**src/rtl/game_state_fsm.sv**
```systemverilog
// Game-outcome tracker: counts rising edges of winner/loser flags, ends the game at MAX_HITS.
// Optional macro GAME_STATE_SCORE_OUT_EN exposes the live win/lose counters as outputs.
module game_state_fsm #(
  parameter int MAX_HITS = 15,
  parameter int CNT_W    = 4
) (
  input  logic             clk,
  input  logic             rst_n,
  input  logic             winner_flag,
  input  logic             loser_flag,
  output logic             gameover,
`ifdef GAME_STATE_SCORE_OUT_EN
  output logic             who,
  output logic [CNT_W-1:0] win_cnt,
  output logic [CNT_W-1:0] lose_cnt
`else
  output logic             who
`endif
);

  typedef enum logic {
    ST_PLAY = 1'b0,
    ST_OVER = 1'b1
  } state_t;

  localparam logic [CNT_W-1:0] LP_MAX = CNT_W'(MAX_HITS);

  state_t           r_state;
  logic             r_win_d;
  logic             r_lose_d;
  logic [CNT_W-1:0] r_win_cnt;
  logic [CNT_W-1:0] r_lose_cnt;
  logic             r_gameover;
  logic             r_who;

  logic             w_win_rise;
  logic             w_lose_rise;
  logic [CNT_W-1:0] w_win_next;
  logic [CNT_W-1:0] w_lose_next;

  assign w_win_rise  = winner_flag & ~r_win_d;
  assign w_lose_rise = loser_flag  & ~r_lose_d;
  assign w_win_next  = r_win_cnt  + CNT_W'(w_win_rise);
  assign w_lose_next = r_lose_cnt + CNT_W'(w_lose_rise);

  // The game stops exactly at LP_MAX, so the counters can never wrap.
  always_ff @(posedge clk or negedge rst_n) begin
    if (!rst_n) begin
      r_state    <= ST_PLAY;
      r_win_d    <= 1'b0;
      r_lose_d   <= 1'b0;
      r_win_cnt  <= '0;
      r_lose_cnt <= '0;
      r_gameover <= 1'b0;
      r_who      <= 1'b0;
    end else begin
      r_win_d  <= winner_flag;
      r_lose_d <= loser_flag;
      case (r_state)
        ST_PLAY: begin
          r_win_cnt  <= w_win_next;
          r_lose_cnt <= w_lose_next;
          // Winner is tested first so a simultaneous finish goes to the winner side.
          if (w_win_next == LP_MAX) begin
            r_state    <= ST_OVER;
            r_gameover <= 1'b1;
            r_who      <= 1'b1;
          end else if (w_lose_next == LP_MAX) begin
            r_state    <= ST_OVER;
            r_gameover <= 1'b1;
            r_who      <= 1'b0;
          end
        end
        ST_OVER: begin
          r_state    <= ST_OVER;
          r_gameover <= 1'b1;
        end
        default: begin
          r_state <= ST_PLAY;
        end
      endcase
    end
  end

  assign gameover = r_gameover;
  assign who      = r_who;
`ifdef GAME_STATE_SCORE_OUT_EN
  assign win_cnt  = r_win_cnt;
  assign lose_cnt = r_lose_cnt;
`endif

endmodule

```
**config.mk**
```make
export PLATFORM = sky130hd
export DESIGN_NAME = game_state_fsm
export DESIGN_NICKNAME = d
export VERILOG_FILES = /design/src/rtl/game_state_fsm.sv
export SDC_FILE = /design/constraint.sdc
export NUM_CORES = 1
export LEC_CHECK = 0
export CAP_MARGIN = 30
export CELL_PAD_IN_SITES_DETAIL_PLACEMENT = 2
export CELL_PAD_IN_SITES_GLOBAL_PLACEMENT = 2
export CORE_MARGIN = 2
export CORE_UTILIZATION = 35
export DETAILED_ROUTE_END_ITERATION = 6
export PLACE_DENSITY = 0.73
export REMOVE_ABC_BUFFERS = 1
export SYNTH_ARGS = -nofsm -noshare
export SYNTH_HDL_FRONTEND = slang
export SYNTH_SLANG_ARGS = --single-unit
```
**constraint.sdc**
```tcl
create_clock -name clk -period 2.65 [get_ports clk]
set_clock_uncertainty 0.15 [all_clocks]
set_input_delay 0.3975 -clock clk [delete_from_list [all_inputs] [get_ports clk]]
set_output_delay 0.3975 -clock clk [all_outputs]
set_load 0.005 [all_outputs]
```
After elaboration in Yosys (flattened, before gate mapping)
Cells that the tools add are included.
{"block": "classes", "n_eq_ne": 3, "add_sub_neg": 2, "reduce_logical": 2, "n_mux": 8, "n_bitwise": 5}
{"cell": "$add A4 B1 Y4", "count": 2}
{"cell": "$eq A4 B4 Y1 const B", "count": 2}
{"cell": "$mux W1", "count": 6}
{"cell": "$pmux W1 S2", "count": 2}
{"cell": "$ne A3 B3 Y1 const B", "count": 1}
{"cell": "$not A1 Y1", "count": 3}
{"cell": "$and A1 B1 Y1", "count": 2}
{"cell": "$reduce_and A2 Y1", "count": 1}
{"cell": "$reduce_bool A2 Y1", "count": 1}
{"block": "totals", "regBits": 13, "elab_cells": 27, "out_inout_bits": 2}

Logic depth before layout (Yosys ltp)
Gate-level depths: netlist (run 1).
{"block": "logic_depth", "ltp_word": 7, "ltp_mapped": 7, "depth_no_buf": 7}

Worst setup path after synthesis (run 1)
Ideal clock, no wire load.
{"block": "synth_path", "path_kind": "in2reg", "startpoint": "in loser_flag", "endpoint": "reg r_who, in the netlist who", "path_stages": 7, "n_path_buf": 0, "arrival_ps": 1727, "path_slack_ps": 651, "path_cell_list": "nor2b_1 -> ha_1 -> ha_1 -> nand4_1 -> or2_2 -> a21o_2 -> a32o_1"}
{"block": "synth_via", "elab_chain_len": 5}
{"element": "start: declaration", "line": "10", "source": "input logic loser_flag,"}
{"element": "$and A1 B1 Y1", "line": "42", "source": "assign w_lose_rise = loser_flag & ~r_lose_d;"}
{"element": "$add A4 B1 Y4", "line": "44", "source": "assign w_lose_next = r_lose_cnt + CNT_W'(w_lose_rise);"}
{"element": "via w_lose_next[1]", "line": "39", "source": "logic [CNT_W-1:0] w_lose_next;"}
{"element": "$eq A4 B4 Y1", "line": "68", "source": "end else if (w_lose_next == LP_MAX) begin"}
{"element": "$reduce_bool A2 Y1 (no source line)"}
{"element": "$reduce_and A2 Y1 (no source line)"}
{"element": "end signal: assignment", "line": "55", "source": "r_who <= 1'b0;"}
{"element": "end signal: assignment", "line": "67", "source": "r_who <= 1'b1;"}
{"element": "end signal: assignment", "line": "71", "source": "r_who <= 1'b0;"}
{"element": "end: declaration", "line": "34", "source": "logic r_who;"}
The timed path passes the listed nets, and every way through them passes these cells.
A chain may end at the register's enable or synchronous reset.

Worst setup path in the final report (run 1)
Ends and elaborated chain as after synthesis.

==> results.ini, run 1 <==
[clock_network]
path_clk_slew_ns = 0.08
cts_tree = built
hold_buffers = 0
ctsResizeCount = 0
cts_root_buffer = clkbuf_4
ctsLongestPathBuffers = 2
numClockSinks = 13
clkLatencyLatePin_ns = 0.27
cts_buffers = 3
cts_setup_buffers = 0
h-tree-depth = 1

[worst_setup_path]
critPathMaxStageDelay_ns = 0.42
crit_type = input port to register
cpMostUsedCell = ha_1
endpoint_kind = register
path_max_fanout = 4
cp_num_cells = 8
endpoint = who
crit_path_cell_trace = clkdlybuf4s50_1 > nor2b_1 > ha_1 > ha_1 > nand4_1 > or2_2 > a21o_2 > a32o_1
path_buf_inv = 1
critical_path.top_delay_family = adder cells
critPathArrivalTime_ns = 2.26
rrSetupSlack_ns = 0.68
crit_required_ns = 2.66
worst_r2r_endpoint = who
slowest_stage = clkdlybuf4s50_1
critPathLaunch = loser_flag
worstSetupStartpointType = input port
r2r-start = r_lose_cnt[0]
worstRegToRegCells = 6

[timing]
hold_slack_ns = 0.332
min_period_over_period = 0.851
worstMarginPinSlew_ns = 0.600
max_slew_margin = 0.599
clock.fmax_mhz = 443
rsz0062_at_grt = no
finalSetupTns_ns = 0
maxSlewViolCount = 0
hold_viol = 0
min_period_ns = 2.26
finalSetupViolCount = 0

[power_and_ir_drop]
p_seq_frac = 0.499
combPwrFrac = 0.336
switchingPower_uw = 245
ir_drop_mv = 0.403
power_uw = 716
power.density_nw_per_um2 = 983
p_int_uw = 471
swShare = 0.342
clockPowerShare = 0.166
power_leakage_nw = 0.306

[run_status]
outcome = finished, final reports clean

[min_path]
holdCritPathClass = register to register

[flow_run]
drv_cap = 0

[placed_design]
dp.cells = 79
gp_congestion = 0.701
hpwlAfterDp_um = 880
port_buffers = 5
place_area_um2 = 702

[route]
ant_nets = 0
dr.pass1.iters = 4
wl_um = 1110
drt-initial-drc-count = 4
drc = 0
vias = 405
routedWlPerCell_um = 13.4
via_per_inst = 4.88

[synthesis]
yosys_warnings = 0
synth-async-reset-ratio = 1.00
synthTopCellsByCount = dfrtp_1 (13), ha_1 (4), mux2_2 (4), nand2_1 (4), xnor2_1 (4)
synth-seq-cells = 13
synth_area_per_cell_um2 = 12.5
ys_top_cells_by_area = dfrtp_1 (52%), ha_1 (8.0%), mux2_2 (7.2%), xnor2_1 (5.6%), nand4_1 (3.0%)
synth_top_flop_cell = dfrtp_1
synth_edf_count = 0
post-synth-top-count-cell = dfrtp_1
syn_area_um2 = 624
yosysSeqAreaShare = 0.521
synth_cell_types = 23
postSynthCellCount = 50
synth_top_cell_by_area = dfrtp_1
netlist.area_leader.share = 0.521

[global_routing]
overflow = 0
grt_use_total = 0.134
grt_pass1_wl_um = 1930
grt_pass1_vias = 428
antenna_found_initial = 0
grt_max_degree = 14

[layout]
fin_area_um2 = 728
stdcell_count = 83
antenna_cells = 0
syn_to_final_growth_pct = 16.6
fin_nets = 67
drive_gt1_frac = 0.190

[die]
io-pin-count = 6
initial_utilization = 0.366
core_area_um2 = 1710
rows = 15
die_w_um = 46.2
die_area_um2 = 2140
die_h_um = 46.2

[worst reg2reg max path: stages, from the launching register on]
cell	delay [ns]
dfrtp_1	0.38
ha_1	0.24
ha_1	0.33
nand4_1	0.09
or2_2	0.29
a21o_2	0.19
a32o_1	0.20
[state kept, by name, indices dropped and copies added (netlist names)]
name and flops:
r_lose_d 1, who 1, r_state 1, r_win_d 1
r_lose_cnt 4, gameover 1, r_win_cnt 4
[metrics by stage]
step           setup WS [ns]   util
2_1_floorplan          0.651      -
3_3_place_gp           0.165  0.411
3_5_place_dp           0.105  0.411
4_1_cts                0.397  0.426
5_1_grt                0.308  0.426
6_report               0.394  0.426
[per-layer routing]
| layer | up-vias | global-route usage | wire [um] |
|---|---|---|---|
| met2 | 8 | 0.189 | 488 |
| met4 | 0 | 0.0686 | 14 |
| met5 | - | 0 | 0 |
| li1 | 195 | - | - |
| met1 | 200 | 0.186 | 571 |
| met3 | 2 | 0.0353 | 35 |
[layout make-up]
cell class	instances	area, um^2
Inverter	1	3.75
Tap cell	25	31.3
Multi-Input combinational cell	35	292
Sequential cell	13	325
Fill cell	178	980
Timing Repair Buffer	5	50.0
Clock buffer	4	26.3
[worst min-delay path by stage]
stage	startpoint	end	slack, ns	depth (start not counted)
after floorplan	rst_n	gameover	-0.05	0
final	gameover	gameover	0.33	1
after global placement	gameover	gameover	0.31	1
after detailed placement	gameover	gameover	0.32	1
after global routing	gameover	gameover	0.37	1
after CTS	gameover	gameover	0.34	1
[power groups by stage]
stage,clock (mW),sequential (mW),combinational [mW]
after floorplan,0,0.340,0.179
after global placement,0,0.360,0.231
after detailed placement,0,0.364,0.244
after CTS,0.129,0.359,0.244
after global routing,0.135,0.371,0.271
final,0.119,0.357,0.240
[layout by cell type (no fill, tap or decap)]
cell             instances
xor2_1                   1
a211o_2                  1
clkbuf_1                 1
xnor2_1                  4
a32o_1                   1
clkdlybuf4s50_1          5
and2_1                   1
mux2_2                   4
inv_1                    1
a2111o_1                 1
nand3b_1                 1
nand4_1                  3
clkbuf_4                 3
ha_1                     4
nand2_1                  4
o21ai_0                  1
a21boi_0                 1
or2_2                    1
dfrtp_1                 13
o21ai_2                  1
nor2b_1                  2
and4b_1                  1
and3b_1                  1
nand2b_1                 1
a21o_2                   1
[cell families (layout without fill, tap and decap cells)]
kind of cell / count (synthesis) / after routing / share of synthesized area
AO/OA/AOI/OAI: 7 / 7 / 0.0982
buffers and inverters: 2 / 10 / 0.0120
adder cells (fa/ha/maj): 4 / 4 / 0.0802
flip-flops: 13 / 13 / 0.521
multiplexers: 4 / 4 / 0.0721
XOR/XNOR: 5 / 5 / 0.0701
AND/OR/NAND/NOR: 15 / 15 / 0.146
Power figures use the tool's default switching activity.
==> inputs of run 2 (changes only) <==
--- a/config.mk
+++ b/config.mk
@@ -11,8 +11,10 @@
 export CORE_MARGIN = 2
 export CORE_UTILIZATION = 35
 export DETAILED_ROUTE_END_ITERATION = 6
+export GPL_ROUTABILITY_DRIVEN = 1
 export PLACE_DENSITY = 0.73
 export REMOVE_ABC_BUFFERS = 1
+export SLEW_MARGIN = 5
 export SYNTH_ARGS = -nofsm -noshare
 export SYNTH_HDL_FRONTEND = slang
 export SYNTH_SLANG_ARGS = --single-unit
==> results of run 2 <==
Same layout as run 1: the final DEF is identical, and so are final timing and power.
==> inputs of run 3 (changes only) <==
--- a/config.mk
+++ b/config.mk
@@ -14,6 +14,7 @@
 export GPL_ROUTABILITY_DRIVEN = 1
 export PLACE_DENSITY = 0.73
 export REMOVE_ABC_BUFFERS = 1
+export SETUP_SLACK_MARGIN = 0.05
 export SLEW_MARGIN = 5
 export SYNTH_ARGS = -nofsm -noshare
 export SYNTH_HDL_FRONTEND = slang
==> constraint.sdc (replaced) <==
create_clock -name clk -period 2.9 [get_ports clk]
set_clock_uncertainty 0.15 [all_clocks]
set_input_delay 0.435 -clock clk [delete_from_list [all_inputs] [get_ports clk]]
set_output_delay 0.435 -clock clk [all_outputs]
set_load 0.01 [all_outputs]
==> results of run 3 <==
Same layout as run 1 (identical final DEF). Status: finished, final reports clean.
Among the figures that moved: setup slack after placement 0.105 ns -> 0.318 ns; setup slack after layout 0.394 ns -> 0.606 ns; register-to-register setup slack 0.68 ns -> 0.93 ns; total power 0.716 mW -> 0.657 mW; worst IR drop on VDD 0.403 mV -> 0.370 mV
